**src/rtl/sine_dds_reader.sv**
```systemverilog
// ============================================================================
//  Module   : sine_dds_reader
//  Brief    : DDS phase accumulator reading a registered sine ROM and streaming
//             the returned samples on a valid/ready interface in bursts.
//  Revision : 1.0  initial release
// ============================================================================
`default_nettype none

module sine_dds_reader #(
    parameter int ADDR_W  = 15,
    parameter int DATA_W  = 8,
    parameter int PHASE_W = 24,
    parameter int LEN_W   = 16
) (
    input  logic               clk_i,
    input  logic               rst_ni,
    input  logic               start_i,
    input  logic               abort_i,
    input  logic [PHASE_W-1:0] fcw_i,
    input  logic [PHASE_W-1:0] phase_i,
    input  logic [LEN_W-1:0]   len_i,
    output logic               rom_cen_o,
    output logic [ADDR_W-1:0]  rom_addr_o,
    input  logic [DATA_W-1:0]  rom_data_i,
    output logic [DATA_W-1:0]  sample_o,
    output logic               sample_valid_o,
    input  logic               sample_ready_i,
    output logic               busy_o,
    output logic               done_o
);

    typedef enum logic [1:0] {
        S_IDLE  = 2'd0,
        S_RUN   = 2'd1,
        S_DRAIN = 2'd2,
        S_DONE  = 2'd3
    } state_t;

    state_t             r_state;
    logic [PHASE_W-1:0] r_phase;
    logic [PHASE_W-1:0] r_fcw;
    logic [LEN_W-1:0]   r_len;
    logic [LEN_W-1:0]   r_count;
    logic               r_valid;
    logic               r_done;

    logic               w_adv;
    logic               w_issue;
    logic               w_take;

    // A read may only be issued when the output slot is free or emptying this
    // cycle, so the ROM register never changes under a stalled sample.
    assign w_adv   = ~r_valid | sample_ready_i;
    assign w_issue = (r_state == S_RUN) & w_adv & ~abort_i;
    assign w_take  = r_valid & sample_ready_i;

    assign rom_cen_o      = w_issue;
    assign rom_addr_o     = r_phase[PHASE_W-1 -: ADDR_W];
    assign sample_o       = rom_data_i;
    assign sample_valid_o = r_valid;
    assign busy_o         = (r_state != S_IDLE);
    assign done_o         = r_done;

    always_ff @(posedge clk_i or negedge rst_ni) begin
        if (!rst_ni) begin
            r_state <= S_IDLE;
            r_phase <= '0;
            r_fcw   <= '0;
            r_len   <= '0;
            r_count <= '0;
            r_valid <= 1'b0;
            r_done  <= 1'b0;
        end else begin
            r_done <= 1'b0;
            if (abort_i) begin
                // Any in-flight or held sample is discarded.
                r_state <= S_IDLE;
                r_valid <= 1'b0;
            end else begin
                if (w_issue) begin
                    r_valid <= 1'b1;
                end else if (w_take) begin
                    r_valid <= 1'b0;
                end

                case (r_state)
                    S_IDLE: begin
                        if (start_i) begin
                            r_fcw   <= fcw_i;
                            r_phase <= phase_i;
                            r_len   <= len_i;
                            r_count <= '0;
                            if (len_i == '0) begin
                                r_state <= S_DONE;
                                r_done  <= 1'b1;
                            end else begin
                                r_state <= S_RUN;
                            end
                        end
                    end
                    S_RUN: begin
                        if (w_issue) begin
                            r_phase <= r_phase + r_fcw;
                            r_count <= r_count + LEN_W'(1);
                            if (r_count == r_len - LEN_W'(1)) begin
                                r_state <= S_DRAIN;
                            end
                        end
                    end
                    S_DRAIN: begin
                        if (w_take) begin
                            r_state <= S_DONE;
                            r_done  <= 1'b1;
                        end
                    end
                    S_DONE: begin
                        r_state <= S_IDLE;
                    end
                    default: begin
                        r_state <= S_IDLE;
                    end
                endcase
            end
        end
    end

endmodule

`default_nettype wire
```
**config.mk**
```make
export PLATFORM = sky130hd
export DESIGN_NAME = sine_dds_reader
export DESIGN_NICKNAME = d
export VERILOG_FILES = /design/src/rtl/sine_dds_reader.sv
export SDC_FILE = /design/constraint.sdc
export NUM_CORES = 1
export LEC_CHECK = 0
export BUFFER_PORTS_ARGS = -buffer_cell sky130_fd_sc_hd__buf_2
export CAP_MARGIN = 20
export CORE_ASPECT_RATIO = 0.5
export CORE_MARGIN = 8
export CORE_UTILIZATION = 40
export DETAILED_ROUTE_END_ITERATION = 16
export MAX_ROUTING_LAYER = met4
export PLACE_DENSITY = 0.72
export RECOVER_POWER = 50
export SYNTH_ARGS = -nofsm -noshare
export SYNTH_HDL_FRONTEND = slang
export SYNTH_SLANG_ARGS = --single-unit
```
**constraint.sdc**
```tcl
create_clock -name clk_i -period 7.95 [get_ports clk_i]
set_clock_uncertainty 0.05 [all_clocks]
set_input_delay 1.59 -clock clk_i [delete_from_list [all_inputs] [get_ports clk_i]]
set_output_delay 1.59 -clock clk_i [all_outputs]
set_load 0.03 [all_outputs]
```
==> Word level (Yosys, flattened, before mapping) <==
Cells that the tools add are included.
{ "totals": {"output_inout_bits": 27, "word_cells": 55, "regBits": 84, "in_bits": 77} }
{ "classes": {"n_mux": 21, "n_reduce_logical": 8, "eq_ne": 10, "n_bitwise": 6, "add_sub_neg": 3} }
{ "op_table": {"columns": ["operator", "n"], "rows": [
  ["2-to-1 mux 24 bit", 2],
  ["one-hot mux 24 bit (2 select lines)", 1],
  ["2-to-1 mux 16 bit", 2],
  ["one-hot mux 16 bit (2 select lines)", 1],
  ["adder 24 bit", 1],
  ["adder 16 x 1 -> 16 bit, second input constant", 1],
  ["== test 16 bit", 1],
  ["logical NOT 16 bit", 1],
  ["subtractor 16 x 1 -> 16 bit, second input constant", 1],
  ["2-to-1 mux 2 bit", 6],
  ["!= test 3 bit, second input constant", 3],
  ["one-hot mux 2 bit (4 select lines)", 1],
  ["AND reduction 4 bit", 2],
  ["2-to-1 mux 1 bit", 7],
  ["== test 2 bit, second input constant", 2],
  ["!= test 2 bit, second input constant", 2],
  ["nonzero test 2 bit", 2],
  ["bitwise AND 1 bit", 3],
  ["!= test 3 x 2 -> 1 bit, second input constant", 1],
  ["AND reduction 3 bit", 1],
  ["nonzero test 3 bit", 1],
  ["== test 2 x 1 -> 1 bit, second input constant", 1],
  ["logical NOT 2 bit", 1],
  ["inverter 1 bit", 2],
  ["other kinds (2)", 2]
]} }

==> Logic depth before layout (Yosys ltp) <==
Gate-level depths: netlist (run 1).
{ "depth": {"word_depth": 7, "ltp_mapped": 11} }

==> Least setup slack after synthesis (run 1) <==
Ideal clock, no wire load.
{ "synth_path": {"path_kind": "in2out", "start": "in sample_ready_i", "end": "out rom_cen_o", "path_stages": 2, "required_ps": 6310, "t_arrival_ps": 2293, "n_path_buf": 0, "slack_ps": 4017, "cell_sequence": "nor2b_1 > nor3_1"} }
{ "synth_between": {"elab_chain_len": 3} }
{ "synth_lines": {"columns": ["item", "line", "text"], "rows": [
  ["start, declared", "27", "input logic sample_ready_i,"],
  ["OR 1 bit", "53", "assign w_adv = ~r_valid | sample_ready_i;"],
  ["bitwise AND 1 bit (2 in a row)", "54", "assign w_issue = (r_state == S_RUN) & w_adv & ~abort_i;"],
  ["end, declared", "22", "output logic rom_cen_o,"]
]} }
Every way passes these cells.

==> Final worst setup path (run 1) <==
{ "layout_path": {"start": "in sample_ready_i", "end": "reg r_count[15]"} }
{ "layout_between": {"elab_chain_len": 5} }
{ "layout_lines": {"columns": ["item", "line", "text"], "rows": [
  ["OR 1 bit", "53", null],
  ["bitwise AND 1 bit (2 in a row)", "54", null],
  ["!= test 2 bit (no source line)", null, null],
  ["AND reduction 4 bit (no source line)", null, null],
  ["end signal, assigned", "104", "r_count <= r_count + LEN_W'(1);"],
  ["end, declared", "43", "logic [LEN_W-1:0] r_count;"]
]} }
Every way passes these cells.
A chain may end at the register's enable or synchronous reset.

==> results of run 1 <==
==> cells by family after synthesis <==
| family | count (synthesis) |
|---|---|
| muxes | 51 |
| adders and majority gates | 29 |
| AOI/OAI and AO/OA | 156 |
| buffers and inverters | 61 |
| and+or+nand+nor | 185 |
| DFF | 84 |
| xor gates and xnor gates | 38 |
==> metal layers <==
layer	track usage	share of wire	vias up	routed length, um
li1	-	-	2292	-
met1	0.1821	0.44	2252	6165
met2	0.2697	0.49	119	6852
met3	0.02947	0.041	23	566
met4	0.05528	0.020	0	275
met5	-	0	-	0
==> synthesized netlist by cell type (all sizes together) (3+ instances only) <==
master  count
nand3      10
inv        17
o21ai      42
and3       17
nand2      50
buf        30
a21o        5
or3         5
mux2i      10
o21bai      3
dfrtp      84
nand3b      3
nor3       12
nor2b       7
a21boi      5
xnor2      23
a31oi       5
o22ai       5
a211oi      8
clkbuf     13
ha         28
o21a        8
a21oi      51
nor2       53
xor2       15
nand4       9
mux2       41
nor4       11
==> sequential cells by signal (all words and copies together) (netlist names) <==
| name | cells |
|---|---|
| done_o | 1 |
| r_count | 16 |
| r_fcw | 24 |
| r_len | 16 |
| r_phase | 24 |
| r_state | 2 |
| sample_valid_o | 1 |
==> final cells by class <==
cell class	count	area, um^2	share of cell area
clock inverter	7	50.05	0.007919
clock buffer	9	225.2	0.03564
timing repair buffer	92	459.2	0.07266
inverter	18	67.56	0.01069
multi-input combinational	459	3176	0.5025
sequential	84	2102	0.3326
tap	192	240.2	0.03801
==> worst register-to-register path, cell delays in order (launching register included) <==
cell      delay [ps]
dfrtp_1          380
inv_1            100
ha_1             170
buf_4            330
o211a_1          210
clkbuf_1        1100
nand4_1          550
or3_1            490
a21oi_1          140
==> worst max-delay path by stage <==
stage | cells after the start | slack [ps] | to
2_1_floorplan | 2 | 4020 | rom_cen_o
3_3_place_gp | 4 | 4170 | rom_cen_o
3_5_place_dp | 4 | 4150 | rom_cen_o
4_1_cts | 5 | 4030 | rom_cen_o
5_1_grt | 8 | 3590 | r_count[15]$_DFFE_PN0P_
6_report | 8 | 3850 | r_count[15]$_DFFE_PN0P_
==> power by group <==
| group | internal (mW) | switching (mW) |
|---|---|---|
| Sequential | 0.606 | 0.176 |
| Combinational | 0.689 | 0.938 |
| Clock | 0.213 | 0.179 |
| Total | 1.51 | 1.29 |
==> results.py, run 1 <==
metrics = {
    "status": {
        "outcome": "finished with violations",
        "violations": "max-capacitance violations, max-slew violations",
    },
    "yosys": {
        "synth_fa_ha_area_frac": 0.06609,
        "synth-xor-area-share": 0.05939,
        "synth_top_area_share": 0.3751,
        "synth.area.mux_share": 0.1002,
        "synth_area_leader_cell": "dfrtp_1",
        "synth_nets": 710,
        "synthTopCellsByArea": "dfrtp_1 (38%), mux2_2 (8.2%), ha_1 (6.3%)",
        "synthesis.area_um2": 5604,
        "synthDistinctLibCells": 66,
        "synth_warnings": 0,
        "synth-compound-area-share": 0.1797,
        "synth_seq_cells": 84,
        "ys.flop_type": "dfrtp_1",
        "synth_top_family_by_area": "compound AO/OA/AOI/OAI gates",
        "synth-simple-area-share": 0.1612,
        "syn_inst": 604,
        "synthArstFlopShare": 1.000,
        "ys_seq_area_frac": 0.3751,
        "syn_area_per_cell_um2": 9.278,
        "synth_edf_count": 0,
    },
    "placed_design": {
        "place_hpwl_um": 10300,
        "dp_slack_ps": 4150,
        "place_area_um2": 6061,
        "io_buffers": 87,
        "placed_cells": 845,
        "gp_congestion": 0.8617,
    },
    "clock_network": {
        "numCtsBuffers": 9,
        "cts_setup_buffers": 0,
        "clk_pin_slew_worst_paths_ps": 60,
        "ctsLongestPathBuffers": 2,
        "clockRootBuffer": "clkbuf_16",
        "h-tree-depth": 3,
        "clkLatencyLatePin_ps": 340,
        "cts_resized": 0,
        "cts-hold-fix-buffers": 0,
        "cts_sinks": 84,
        "tritoncts": "yes",
    },
    "power_and_ir_drop": {
        "power_mw": 2.800,
        "ir_drop_mv": 0.1463,
        "p_per_area_nw_per_um2": 443.1,
        "power_leakage_nw": 2.808,
    },
    "floorplan": {
        "die_y_um": 99.70,
        "die_w_um": 183.4,
        "rows": 30,
        "coreArea_um2": 13630,
        "boundaryPins": 104,
        "dieArea_um2": 18280,
        "start_util": 0.4113,
    },
    "min_path": {
        "hold_class": "flop to flop",
        "hold_depth": 2,
        "hold_start": "r_phase[3]$_DFFE_PN0P_",
        "holdPathEnd": "r_phase[3]$_DFFE_PN0P_",
    },
    "global_routing": {
        "grt_max_degree": 66,
        "overflow": 0,
        "grt_pass1_wl_um": 22910,
        "antenna_found_initial": 0,
        "track_usage": 0.1567,
        "grt_pass1_vias": 4764,
    },
    "critical_path": {
        "cp.required_ps": 8170,
        "worst_ep_arrival_time_ps": 4320,
        "timing.rr.start": "r_state[1]$_DFFE_PN0P_",
        "max_stage_delay_ps": 1100,
        "r2r_slack_ps": 4360,
        "worst_setup_path_start_kind": "input port",
        "ff2ff_path_depth": 8,
        "crit_start": "sample_ready_i",
        "crit_path_max_fanout": 34,
        "cp_slowest_cell": "clkbuf_1",
        "crit_type": "input port to flop",
        "cp_num_buf_inv": 2,
        "crit_path_cell_trace": "clkbuf_1 > nor2b_1 > nand2_1 > o211a_1 > clkbuf_1 > nand4_1 > or3_1 > a21oi_1",
        "endpoint_kind": "flop",
        "cp_top_family": "buffers and inverters",
        "timing.rr.end": "r_count[15]$_DFFE_PN0P_",
        "path_common_cell": "clkbuf_1",
    },
    "timing": {
        "maxSlewHeadroom": -0.01842,
        "slew_violations": 35,
        "setup_tns_ps": 0,
        "setup_viol": 0,
        "hold_violations": 0,
        "tightest_slew_ps": 1528,
        "rsz0062_at_grt": "no",
        "final.setup.worst_slack_ps": 3851,
        "min_period_over_period": 0.5156,
        "min_period_ps": 4099,
        "max_freq_mhz": 243.9,
        "whs_ps": 442.5,
    },
    "final_layout": {
        "fin_util": 0.4638,
        "stdcell_area_um2": 6320,
        "n_fill_cell": 1310,
        "antenna_cells": 0,
        "final_cells": 861,
        "mostFrequentLayoutCells": "dfrtp_1 (84), buf_2 (79), nor2_1 (53)",
        "drive_gt1_frac": 0.2212,
        "final_nets": 770,
        "layout_commonest_cell": "dfrtp_1",
        "area_delta_synth_final_pct": 12.77,
    },
    "drt": {
        "first_iter_violations": 291,
        "ant_nets": 0,
        "firstDrtPassIters": 5,
        "viasPerCell": 5.443,
        "wire_per_inst_um": 16.10,
        "vias": 4686,
        "drc": 0,
        "finalWirelength_um": 13860,
    },
    "run": {
        "max_cap_violations": 1,
    },
}
Power figures use the tool's default switching activity.
==> inputs of run 2 (changes only) <==
==> constraint.sdc (replaced) <==
create_clock -name clk_i -period 4 [get_ports clk_i]
set_clock_uncertainty 0.05 [all_clocks]
set_input_delay 0.8 -clock clk_i [delete_from_list [all_inputs] [get_ports clk_i]]
set_output_delay 0.8 -clock clk_i [all_outputs]
set_load 0.03 [all_outputs]
==> run 2 against run 1 <==
The run now ends clean. Flip-flop and latch count unchanged. Largest power group unchanged. Via count increased by 0.34%. Critical path type is now flop to flop. Total power increased by 100%. Final cell count increased by 0.35%. Highest routed layer unchanged. Setup slack got worse by 2800 ps. Core utilization increased by 0.58 points. Sequential power increased by 98%. Global-route usage increased by 0.44 points. Register-to-register slack got worse by 3300 ps. Clock power increased by 130%. Non-clock buffer count increased by 3. Die area unchanged.
==> results.py, run 2 (synthesis gave the netlist of run 1 again) <==
metrics = {
    "global_routing": {
        "antenna_found_initial": 0,
        "overflow": 0,
        "grt_pass1_wl_um": 23560,
        "track_usage": 0.1611,
        "grt_max_degree": 82,
        "grt_pass1_vias": 4699,
    },
    "timing": {
        "max_freq_mhz": 337.7,
        "slew_violations": 0,
        "rsz0062_at_grt": "no",
        "maxSlewHeadroom": 0.03007,
        "min_period_over_period": 0.7403,
        "hold_violations": 0,
        "min_period_ps": 2961,
        "tightest_slew_ps": 1455,
        "setup_viol": 0,
        "setup_tns_ps": 0,
        "final.setup.worst_slack_ps": 1039,
    },
    "clock_network": {
        "cts_sinks": 84,
        "clockRootBuffer": "clkbuf_16",
        "clkLatencyLatePin_ps": 340,
        "numCtsBuffers": 9,
        "cts-hold-fix-buffers": 0,
        "clk_pin_slew_worst_paths_ps": 70,
        "h-tree-depth": 3,
        "cts_resized": 0,
        "cts_setup_buffers": 0,
        "tritoncts": "yes",
        "ctsLongestPathBuffers": 2,
    },
    "placed_design": {
        "place_area_um2": 6088,
        "place_hpwl_um": 10210,
        "io_buffers": 87,
        "dp_slack_ps": 1131,
        "gp_congestion": 0.8619,
    },
    "final_layout": {
        "stdcell_area_um2": 6399,
        "drive_gt1_frac": 0.2277,
        "layout_commonest_cell": "dfrtp_1",
        "area_delta_synth_final_pct": 14.18,
        "top_regs": "r_fcw (24), r_phase (24)",
        "antenna_cells": 0,
        "mostFrequentLayoutCells": "dfrtp_1 (84), buf_2 (82), nor2_1 (53)",
        "final_nets": 773,
    },
    "critical_path": {
        "crit_path_max_fanout": 5,
        "worst_ep_arrival_time_ps": 3170,
        "worst_setup_path_start_kind": "flop",
        "endpoint_kind": "flop",
        "crit_type": "flop to flop",
        "r2r_slack_ps": 1040,
        "ff2ff_path_depth": 12,
        "crit_path_cell_trace": "ha_1 > inv_1 > fa_1 > nor2b_1 > o21ai_0 > a21boi_0 > buf_4 > o211a_1 > nor2_1 > o41ai_1 > mux2_2 > a31oi_1",
        "cp.required_ps": 4210,
        "cp_slowest_cell": "o41ai_1",
        "max_stage_delay_ps": 410,
    },
    "floorplan": {
        "die_y_um": 99.70,
        "die_w_um": 183.4,
        "start_util": 0.4113,
        "rows": 30,
        "coreArea_um2": 13630,
        "dieArea_um2": 18280,
        "boundaryPins": 104,
    },
    "power_and_ir_drop": {
        "ir_drop_mv": 0.2920,
        "p_per_area_nw_per_um2": 896.7,
        "power_leakage_nw": 2.858,
    },
    "drt": {
        "firstDrtPassIters": 5,
        "finalWirelength_um": 14050,
        "viasPerCell": 5.442,
        "drc": 0,
        "wire_per_inst_um": 16.26,
        "vias": 4702,
        "ant_nets": 0,
        "first_iter_violations": 316,
    },
    "status": {
        "outcome": "complete, no violations",
    },
    "min_path": {
        "hold_depth": 2,
        "hold_class": "flop to flop",
    },
    "run": {
        "max_cap_violations": 0,
    },
}
-- run 2: worst max-delay path: cells and delay by family (launching register included) --
| family | cells | cell delay [ps] |
|---|---|---|
| muxes | 1 | 380 |
| and+or+nand+nor | 2 | 220 |
| DFF | 1 | 360 |
| adders and majority gates | 2 | 570 |
| buffers and inverters | 2 | 240 |
| AOI/OAI and AO/OA | 5 | 1070 |
-- run 2: where the power goes --
| part | total [mW] | internal (mW) | switching, mW |
|---|---|---|---|
| Sequential | 1.55 | 1.20 | 0.344 |
| Clock | 0.905 | 0.547 | 0.357 |
| Combinational | 3.29 | 1.40 | 1.89 |
| Total | 5.74 | 3.15 | 2.59 |
-- run 2: metal layers --
layer | wire length [um] | vias up | global-route usage
li1 | - | 2296 | -
met1 | 6251 | 2273 | 0.1981
met2 | 6912 | 104 | 0.2592
met3 | 609 | 29 | 0.03565
met4 | 278 | 0 | 0.05652
met5 | 0 | - | -
-- run 2: final timing paths --
path,start,to
min in group asynchronous,rst_ni,r_fcw[11]$_DFFE_PN0P_
worst min register to register,r_phase[8]$_DFFE_PN0P_,r_phase[8]$_DFFE_PN0P_
worst max-delay path,r_phase[0]$_DFFE_PN0P_,r_phase[22]$_DFFE_PN0P_
worst min-delay path,r_phase[8]$_DFFE_PN0P_,r_phase[8]$_DFFE_PN0P_
worst max register to register,r_phase[0]$_DFFE_PN0P_,r_phase[22]$_DFFE_PN0P_
max in group asynchronous,rst_ni,r_phase[20]$_DFFE_PN0P_
-- run 2: final cells by class --
class	count	area, um^2
clock buffer	10	229.0
clock inverter	6	88.84
tap	192	240.2
inverter	18	67.56
fill	1269	7227
sequential	84	2102
multi-input combinational	459	3176
timing repair buffer	95	495.5
-- run 2: stage by stage --
stage	power, mW	cells	util	hold WS, ps
6_report	5.738	864	0.4696	443.9
5_1_grt	6.204	864	0.4696	485.0
4_1_cts	5.732	863	0.4702	446.9
3_5_place_dp	4.790	847	0.4468	433.2
3_3_place_gp	4.696	847	0.4468	423.2
2_1_floorplan	4.145	604	-	406.3
